**config.mk**
```make
export PLATFORM = sky130hd
export DESIGN_NAME = keycode_repeat_filter
export DESIGN_NICKNAME = d
export VERILOG_FILES = /design/src/rtl/keycode_repeat_filter.sv
export SDC_FILE = /design/constraint.sdc
export NUM_CORES = 1
export LEC_CHECK = 0
export ABC_AREA = 1
export BUFFER_PORTS_ARGS = -buffer_cell sky130_fd_sc_hd__buf_2
export CELL_PAD_IN_SITES_DETAIL_PLACEMENT = 1
export CELL_PAD_IN_SITES_GLOBAL_PLACEMENT = 1
export CORE_MARGIN = 8
export CORE_UTILIZATION = 39
export CTS_CLUSTER_SIZE = 30
export DETAILED_ROUTE_END_ITERATION = 12
export GPL_TIMING_DRIVEN = 0
export PLACE_DENSITY = 0.85
export SLEW_MARGIN = 10
export SYNTH_ARGS = -nofsm -noshare
export SYNTH_HDL_FRONTEND = slang
export SYNTH_SLANG_ARGS = --single-unit
```
**constraint.sdc**
```tcl
create_clock -name Clk -period 1.8 [get_ports Clk]
set_input_delay 0.27 -clock Clk [delete_from_list [all_inputs] [get_ports Clk]]
set_output_delay 0.27 -clock Clk [all_outputs]
set_load 0.1 [all_outputs]
```
**src/rtl/keycode_repeat_filter.sv**
```systemverilog
// keycode_repeat_filter
//   Locks onto one WASD movement key from the four HID keycode slots and
//   emits it once per frame with typematic gating (first press, initial
//   delay, repeat rate), all counted in frames.
//   Build option: define KEY_REPEAT_EN to enable the DELAY/REPEAT gating.
//   Without it the locked key is emitted on every frame tick.
//
//   state  | meaning
//   -------+--------------------------------------------------------------
//   IDLE   | no movement key locked
//   DELAY  | key emitted once, waiting out the initial typematic delay
//   REPEAT | key emitted every RATE_FRAMES frames while still held
module keycode_repeat_filter #(
   parameter int DELAY_FRAMES = 15,
   parameter int RATE_FRAMES  = 3
) (
   input  logic       Clk,
   input  logic       Reset,
   input  logic       frame_clk,
   input  logic [7:0] keycode0,
   input  logic [7:0] keycode1,
   input  logic [7:0] keycode2,
   input  logic [7:0] keycode3,
   output logic [7:0] keycode_out,
   output logic       key_held
);

   if (DELAY_FRAMES < 1 || DELAY_FRAMES > 255 || RATE_FRAMES < 1 || RATE_FRAMES > 255) begin : g_param_check
      $error("keycode_repeat_filter: DELAY_FRAMES and RATE_FRAMES must be 1..255");
   end

   function automatic logic is_move(input logic [7:0] k);
      return (k == 8'h04) || (k == 8'h07) || (k == 8'h16) || (k == 8'h1A);
   endfunction

   logic       sync1_q, sync2_q, prev_q;
   logic [1:0] fill_q;
   logic       frame_tick;
   logic [7:0] slot0_q, slot1_q, slot2_q, slot3_q;
   logic [7:0] lock_q, lock_d;
   logic [7:0] out_q, out_d;
   logic       held_q, held_d;
   logic       lock_hit;
   logic       new_valid;
   logic [7:0] new_key;

   // Synchronise vsync and detect its rising edge. prev is forced high until
   // real samples have filled the sync chain, so a frame_clk already high at
   // reset release cannot fake a tick.
   always_ff @(posedge Clk) begin
      if (Reset) begin
         sync1_q <= 1'b0;
         sync2_q <= 1'b0;
         prev_q  <= 1'b1;
         fill_q  <= 2'b00;
      end else begin
         sync1_q <= frame_clk;
         sync2_q <= sync1_q;
         prev_q  <= fill_q[1] ? sync2_q : 1'b1;
         fill_q  <= {fill_q[0], 1'b1};
      end
   end

   assign frame_tick = sync2_q & ~prev_q;

   // Register the keycode slots every cycle.
   always_ff @(posedge Clk) begin
      if (Reset) begin
         slot0_q <= 8'h00;
         slot1_q <= 8'h00;
         slot2_q <= 8'h00;
         slot3_q <= 8'h00;
      end else begin
         slot0_q <= keycode0;
         slot1_q <= keycode1;
         slot2_q <= keycode2;
         slot3_q <= keycode3;
      end
   end

   // Key selection: is the locked key still present, else lowest-index movement key.
   always_comb begin
      lock_hit  = (lock_q != 8'h00) &&
                  ((slot0_q == lock_q) || (slot1_q == lock_q) ||
                   (slot2_q == lock_q) || (slot3_q == lock_q));
      new_valid = 1'b1;
      new_key   = 8'h00;
      if (is_move(slot0_q))      new_key = slot0_q;
      else if (is_move(slot1_q)) new_key = slot1_q;
      else if (is_move(slot2_q)) new_key = slot2_q;
      else if (is_move(slot3_q)) new_key = slot3_q;
      else                       new_valid = 1'b0;
   end

`ifdef KEY_REPEAT_EN
   typedef enum logic [1:0] {
      IDLE   = 2'd0,
      DELAY  = 2'd1,
      REPEAT = 2'd2
   } state_t;

   localparam logic [7:0] DELAY_RELOAD = 8'(DELAY_FRAMES - 1);
   localparam logic [7:0] RATE_RELOAD  = 8'(RATE_FRAMES - 1);

   state_t     state_q, state_d;
   logic [7:0] cnt_q, cnt_d;

   // Typematic state and frame counter; reloaded at zero so it never wraps.
   always_ff @(posedge Clk) begin
      if (Reset) begin
         state_q <= IDLE;
         cnt_q   <= 8'h00;
      end else begin
         state_q <= state_d;
         cnt_q   <= cnt_d;
      end
   end

   // Per-tick next state and gated output.
   always_comb begin
      state_d = state_q;
      cnt_d   = cnt_q;
      lock_d  = lock_q;
      out_d   = out_q;
      if (frame_tick) begin
         if (lock_hit) begin
            out_d = 8'h00;
            if (state_q != IDLE) begin
               if (cnt_q == 8'h00) begin
                  out_d   = lock_q;
                  cnt_d   = RATE_RELOAD;
                  state_d = REPEAT;
               end else begin
                  cnt_d = cnt_q - 8'h01;
               end
            end
         end else if (new_valid) begin
            lock_d  = new_key;
            out_d   = new_key;
            cnt_d   = DELAY_RELOAD;
            state_d = DELAY;
         end else begin
            lock_d  = 8'h00;
            out_d   = 8'h00;
            cnt_d   = 8'h00;
            state_d = IDLE;
         end
      end
      held_d = (lock_d != 8'h00);
   end
`else
   // Per-tick output: emit the locked key on every frame it is held.
   always_comb begin
      lock_d = lock_q;
      out_d  = out_q;
      if (frame_tick) begin
         if (lock_hit) begin
            out_d = lock_q;
         end else if (new_valid) begin
            lock_d = new_key;
            out_d  = new_key;
         end else begin
            lock_d = 8'h00;
            out_d  = 8'h00;
         end
      end
      held_d = (lock_d != 8'h00);
   end
`endif

   // Output and lock registers, held stable between frame ticks.
   always_ff @(posedge Clk) begin
      if (Reset) begin
         lock_q <= 8'h00;
         out_q  <= 8'h00;
         held_q <= 1'b0;
      end else begin
         lock_q <= lock_d;
         out_q  <= out_d;
         held_q <= held_d;
      end
   end

   assign keycode_out = out_q;
   assign key_held    = held_q;

endmodule

```
# --- Word level (Yosys, flattened, before mapping) ---
# Index checks and enable logic that the tools add are counted.
# Widths: inputs -> output; s select.
totals:
  register_bits: 54
  in_bits: 35
  out_inout_bits: 9
  wordCells: 66
classes:
  eq_ne: 20
  mux: 12
  n_bitwise: 3
  reduce_logical: 19
op_table:
  columns: ["op", "n"]
  rows:
  - ["$eq 8x3->1 const B", 8]
  - ["$eq 8x5->1 const B", 8]
  - ["$mux 8", 7]
  - ["$eq 8x8->1", 4]
  - ["$reduce_bool 8->1", 2]
  - ["$logic_or 1x1->1", 15]
  - ["$mux 1", 5]
  - ["$not 1->1", 2]
  - ["$reduce_or 2->1", 1]
  - ["$and 1x1->1", 1]
  - ["$logic_and 1x1->1", 1]

# --- Depth between registers and ports, before layout ---
logic_depth:
  ltp_word: 12
  depth_mapped: 17
  depth_no_buf: 17

# --- Worst setup path after synthesis ---
# Ideal clock, no wire load.
synth_path:
  path_type: "register to register"
  start: "register lock_q[6]"
  end: "register held_q, in the netlist key_held"
  setup_ps: 128
  arrival_time_ps: 1529
  required_ps: 1672
  slack_ps: 144
  path_stages_with_launch: 18
  path_buffers: 1
  synth_period_minus_slack_ps: 1656
  path_cell_list: "dfxtp_1 > buf_4 > inv_2 > nand2_1 > nand2_1 > nor2_1 > nand2_1 > nor2_2 > nor2_2 > nand2_4 > nand2_8 > inv_4 > nand2_1 > nand2_2 > a21oi_2 > nand3_1 > nor2_1 > nor2_1"
synth_via:
  elab_chain_cells: 8
  elab_cells_between_ends: 12
  classes_between: "eq/ne (4); mux (2); reduce/logical (6)"
synth_rtl:
  columns: ["element", "line", "text"]
  rows:
  - ["from (decl)", "40", "logic [7:0] lock_q, lock_d;"]
  - ["from (signal assigned)", "178", "lock_q <= lock_d;"]
  - ["$eq 8x8->1", "84", "((slot0_q == lock_q) || (slot1_q == lock_q) ||"]
  - ["$logic_or 1x1->1 (2 in series)", "84", null]
  - ["$logic_or 1x1->1", "85", "(slot2_q == lock_q) || (slot3_q == lock_q));"]
  - ["$logic_and 1x1->1", "83", "lock_hit = (lock_q != 8'h00) &&"]
  - ["$mux 8", "157", "if (lock_hit) begin"]
  - ["$mux 8 *", "156", "if (frame_tick) begin"]
  - ["$reduce_bool 8->1 *", "167", "held_d = (lock_d != 8'h00);"]
  - ["to (signal assigned)", "180", "held_q <= held_d;"]
  - ["to (decl)", "42", "logic held_q, held_d;"]
# Mark *: on every way between the ends. The rest lies on a longest branch, timed or not.
# A chain may end at the register's enable or synchronous reset.

# --- Worst setup path in the final report ---
layout_path:
  start: "register lock_q[0]"
  end: "register held_q, in the netlist key_held"
# Same word-level chain as after synthesis.

==> impl_results.md <==
* Status: finished, violations left
* Failing checks: setup timing
* Hold path depth at 3
* Post-synthesis register bit count at 54
* Final period utilization at 126%
* Hold Startpoint: keycode1[0]
* Skew final at 0.00507 ns
* Drt total wl at 12.5 mm
* Worst EP required at 2.00 ns
* Max cap viols at 0
* Sequential area share after synthesis at 36.3%
* Layout Utilization at 51.7%
* Worst VDD drop at 0.646 mV
* Yosys cell types at 26
* Power Density at 669 mW/mm^2
* # diodes at 0
* Rel. slew slack at about three fifths
* Initial DRC Count at between 200 and 250
* Later-pin clock latency in the skew report at about 0.33 ns
* Drt wl/cell at 18.6 um
* CTS Sinks at 54
* CTS H-tree lvls at 2
* Worst-path clk slew at ~0.10 ns
* Global router's overall resource usage at 20.5%
* Reg2Reg Depth at 15
* DR vias at ~3400
* Die W at 103 um
* Die area at between 0.01 and 0.015 mm^2
* Final #Nets at 604
* Post-Synthesis Cell Area at 0.00298 mm^2
* Hold Path Class: primary input to register
* Routed Antenna Nets at 0
* Site Rows at 32
* Fin crit period at about 2.3 ns
* Syn. warnings at 0
* Starting density of the core at 39.3%
* Synth Instances at 494
* Top cell type's share of synthesized area at 36.3%
* Reg2reg start: lock_q[0]$_SDFF_PP0_
* Crit Path Class: register to register
* RR Endpoint: key_held$_SDFF_PP0_
* GRT overflow at 0
* Avg Cell Area, Syn at 6.03 um^2
* Final Max Slew Viols at 0
* Reg2reg setup slack at -0.48 ns
* Area grow syn2layout at 31.4%
* RSZ-0062 raised after global routing: true
* Share of post-route cells with drive strength above 1 at 29.5%
* Num ports at 44
* LEAKAGE at approximately 2.0 nW
* Arr. time, crit path at around 2.5 ns
* Root buffer cell: clkbuf_8
* Core area at 0.00757 mm^2
* Clk buf depth at 2
* Setup crit start kind: register
* Die Y at 103 um
* Synth area leaders: dfxtp_1 (36%), nand2_1 (21%), nor2_1 (11%)
* Crit. End Element: register
* Largest net degree at the start of global routing at 19
* Post-route DRC at 0
* Crit-path max FO at 7
* Mapped Nets at 529
* Fmax at 439 MHz
* Port bufs at 42
* Post-DP HPWL at 7.09 mm
* Worst-Margin Slew at 0.613 ns
* First-pass GRT wire length at 16.6 mm
* Final hold violations at 0
* Vias in the first global route at 3501
* Final setup viols at 17
* Post-route setup TNS at -3.60 ns
* Initial antenna violation count at 0
* CTS buffer count at 5
* CTS tree: built
* Placer Congestion at 0.877
* Drt pass-1 iters at 4
* Number of vias per cell at 5.12
* Fin worst setup slack at -0.476 ns
* Yosys top cell by area: dfxtp_1
* WHS Endpoint: slot1_q[0]$_SDFF_PP0_
-- where the power goes --
part           total, mW  switching (mW)  internal, mW
combinational      0.462           0.293         0.169
clock              0.870           0.445         0.425
sequential          1.28          0.0485          1.24
total               2.62           0.786          1.83
-- layer usage --
layer  vias to the layer above  track usage, %  share of wire (%)  routed length, um
met5                         -               0                  0                  0
met4                         0            11.8                6.3                783
met3                        67            3.68                6.4                802
met2                       138            38.2                 50               6260
met1                      1608            20.9                 37               4680
li1                       1629               -                  -                  -
-- final cells by class --
cell class	count	area [um^2]
Sequential cell	54	1110
Multi-Input combinational cell	340	1710
Buffer	12	77.6
Timing Repair Buffer	67	425
Clock inverter	3	47.5
Clock buffer	5	68.8
Fill cell	1036	3660
Inverter	89	347
Tap cell	102	128
-- critical path, cell delays in order (launching register included) --
cell and delay (ns):
dfxtp_2 0.43, inv_2 0.12, nand2_1 0.11, nand2_1 0.08, nor2_2 0.15, nand2_2 0.12, nor2_4 0.15, nor2_4 0.06
nand2_4 0.14, nand2_8 0.10, nand3_2 0.10, nand2_2 0.07, a21oi_2 0.19, nand3_2 0.11, nor2_2 0.15, nor2_1 0.06
-- through the flow --
step	worst slack, ns	hold WS [ns]	instance area [um^2]	cells	power [mW]
2_1_floorplan	0.144	0.367	2980	494	1.54
3_3_place_gp	-0.326	0.371	3310	638	1.64
3_5_place_dp	-0.417	0.403	3310	638	1.66
4_1_cts	-0.215	0.133	3620	661	2.55
5_1_grt	-0.573	0.130	3910	672	2.73
6_report	-0.476	0.128	3910	672	2.62
-- cells in the mapped netlist (all sizes together) --
library cell	instances
inv	88
nand4	5
nor3	8
a21oi	15
dfxtp	54
clkbuf	7
xor2	4
nand3	25
nor2	94
nor4	5
o32ai	1
clkinv	1
o21ai	5
a211oi	3
nand2	174
buf	5
-- how the worst max path moves through the flow --
| stage | startpoint | endpoint | slack, ns | depth (start not counted) |
|---|---|---|---|---|
| global placement | lock_q[4]$_SDFF_PP0_ | key_held$_SDFF_PP0_ | -0.33 | 15 |
| CTS | lock_q[6]$_SDFF_PP0_ | key_held$_SDFF_PP0_ | -0.22 | 16 |
| global route | slot0_q[2]$_SDFF_PP0_ | key_held$_SDFF_PP0_ | -0.57 | 15 |
| finish | lock_q[0]$_SDFF_PP0_ | key_held$_SDFF_PP0_ | -0.48 | 15 |
| detailed placement | lock_q[4]$_SDFF_PP0_ | key_held$_SDFF_PP0_ | -0.42 | 15 |
| floorplan | lock_q[6]$_SDFF_PP0_ | key_held$_SDFF_PP0_ | 0.14 | 17 |
-- flip-flops by register name, indices dropped and copies added, names as in the netlist --
name and cells:
fill_q 2, key_held 1, keycode_out 8, lock_q 8, prev_q 1, slot0_q 8
slot1_q 8, slot2_q 8, slot3_q 8, sync1_q 1, sync2_q 1
-- what timing repair did --
action / 4_1_cts / 5_1_grt
hold buffers: 0 / 0
gates resized for setup: 24 / 57
setup endpoints to repair: 15 / 17
pin swaps: 15 / 23
buffers inserted: 15 / 12
cloned: 1 / 0
-- logic make-up after synthesis --
kind of cell    after synthesis  synth area share (%)
simple gates                311                  44.2
buf+inv                     101                  13.3
flops                        54                  36.3
compound gates               24                  5.04
xor+xnor                      4                  1.18
-- cells in the final DEF, fill, tap and decap left out, types with 4 or more instances in the layout --
cell type and count:
nor4_1 5, clkbuf_8 5, a21oi_2 8, clkbuf_1 6, inv_2 9, xor2_1 4
nor2_1 78, nor3_1 7, inv_1 76, buf_4 20, o21ai_0 4, buf_6 8
buf_2 43, nand3_2 8, nor2_2 14, nand3_1 14, dfxtp_2 11, inv_6 4
nand4_1 5, nand2_2 11, nand2_4 7, a21oi_1 4, nand2_1 156, dfxtp_1 40
No activity file was read; power rests on OpenSTA's default activity.
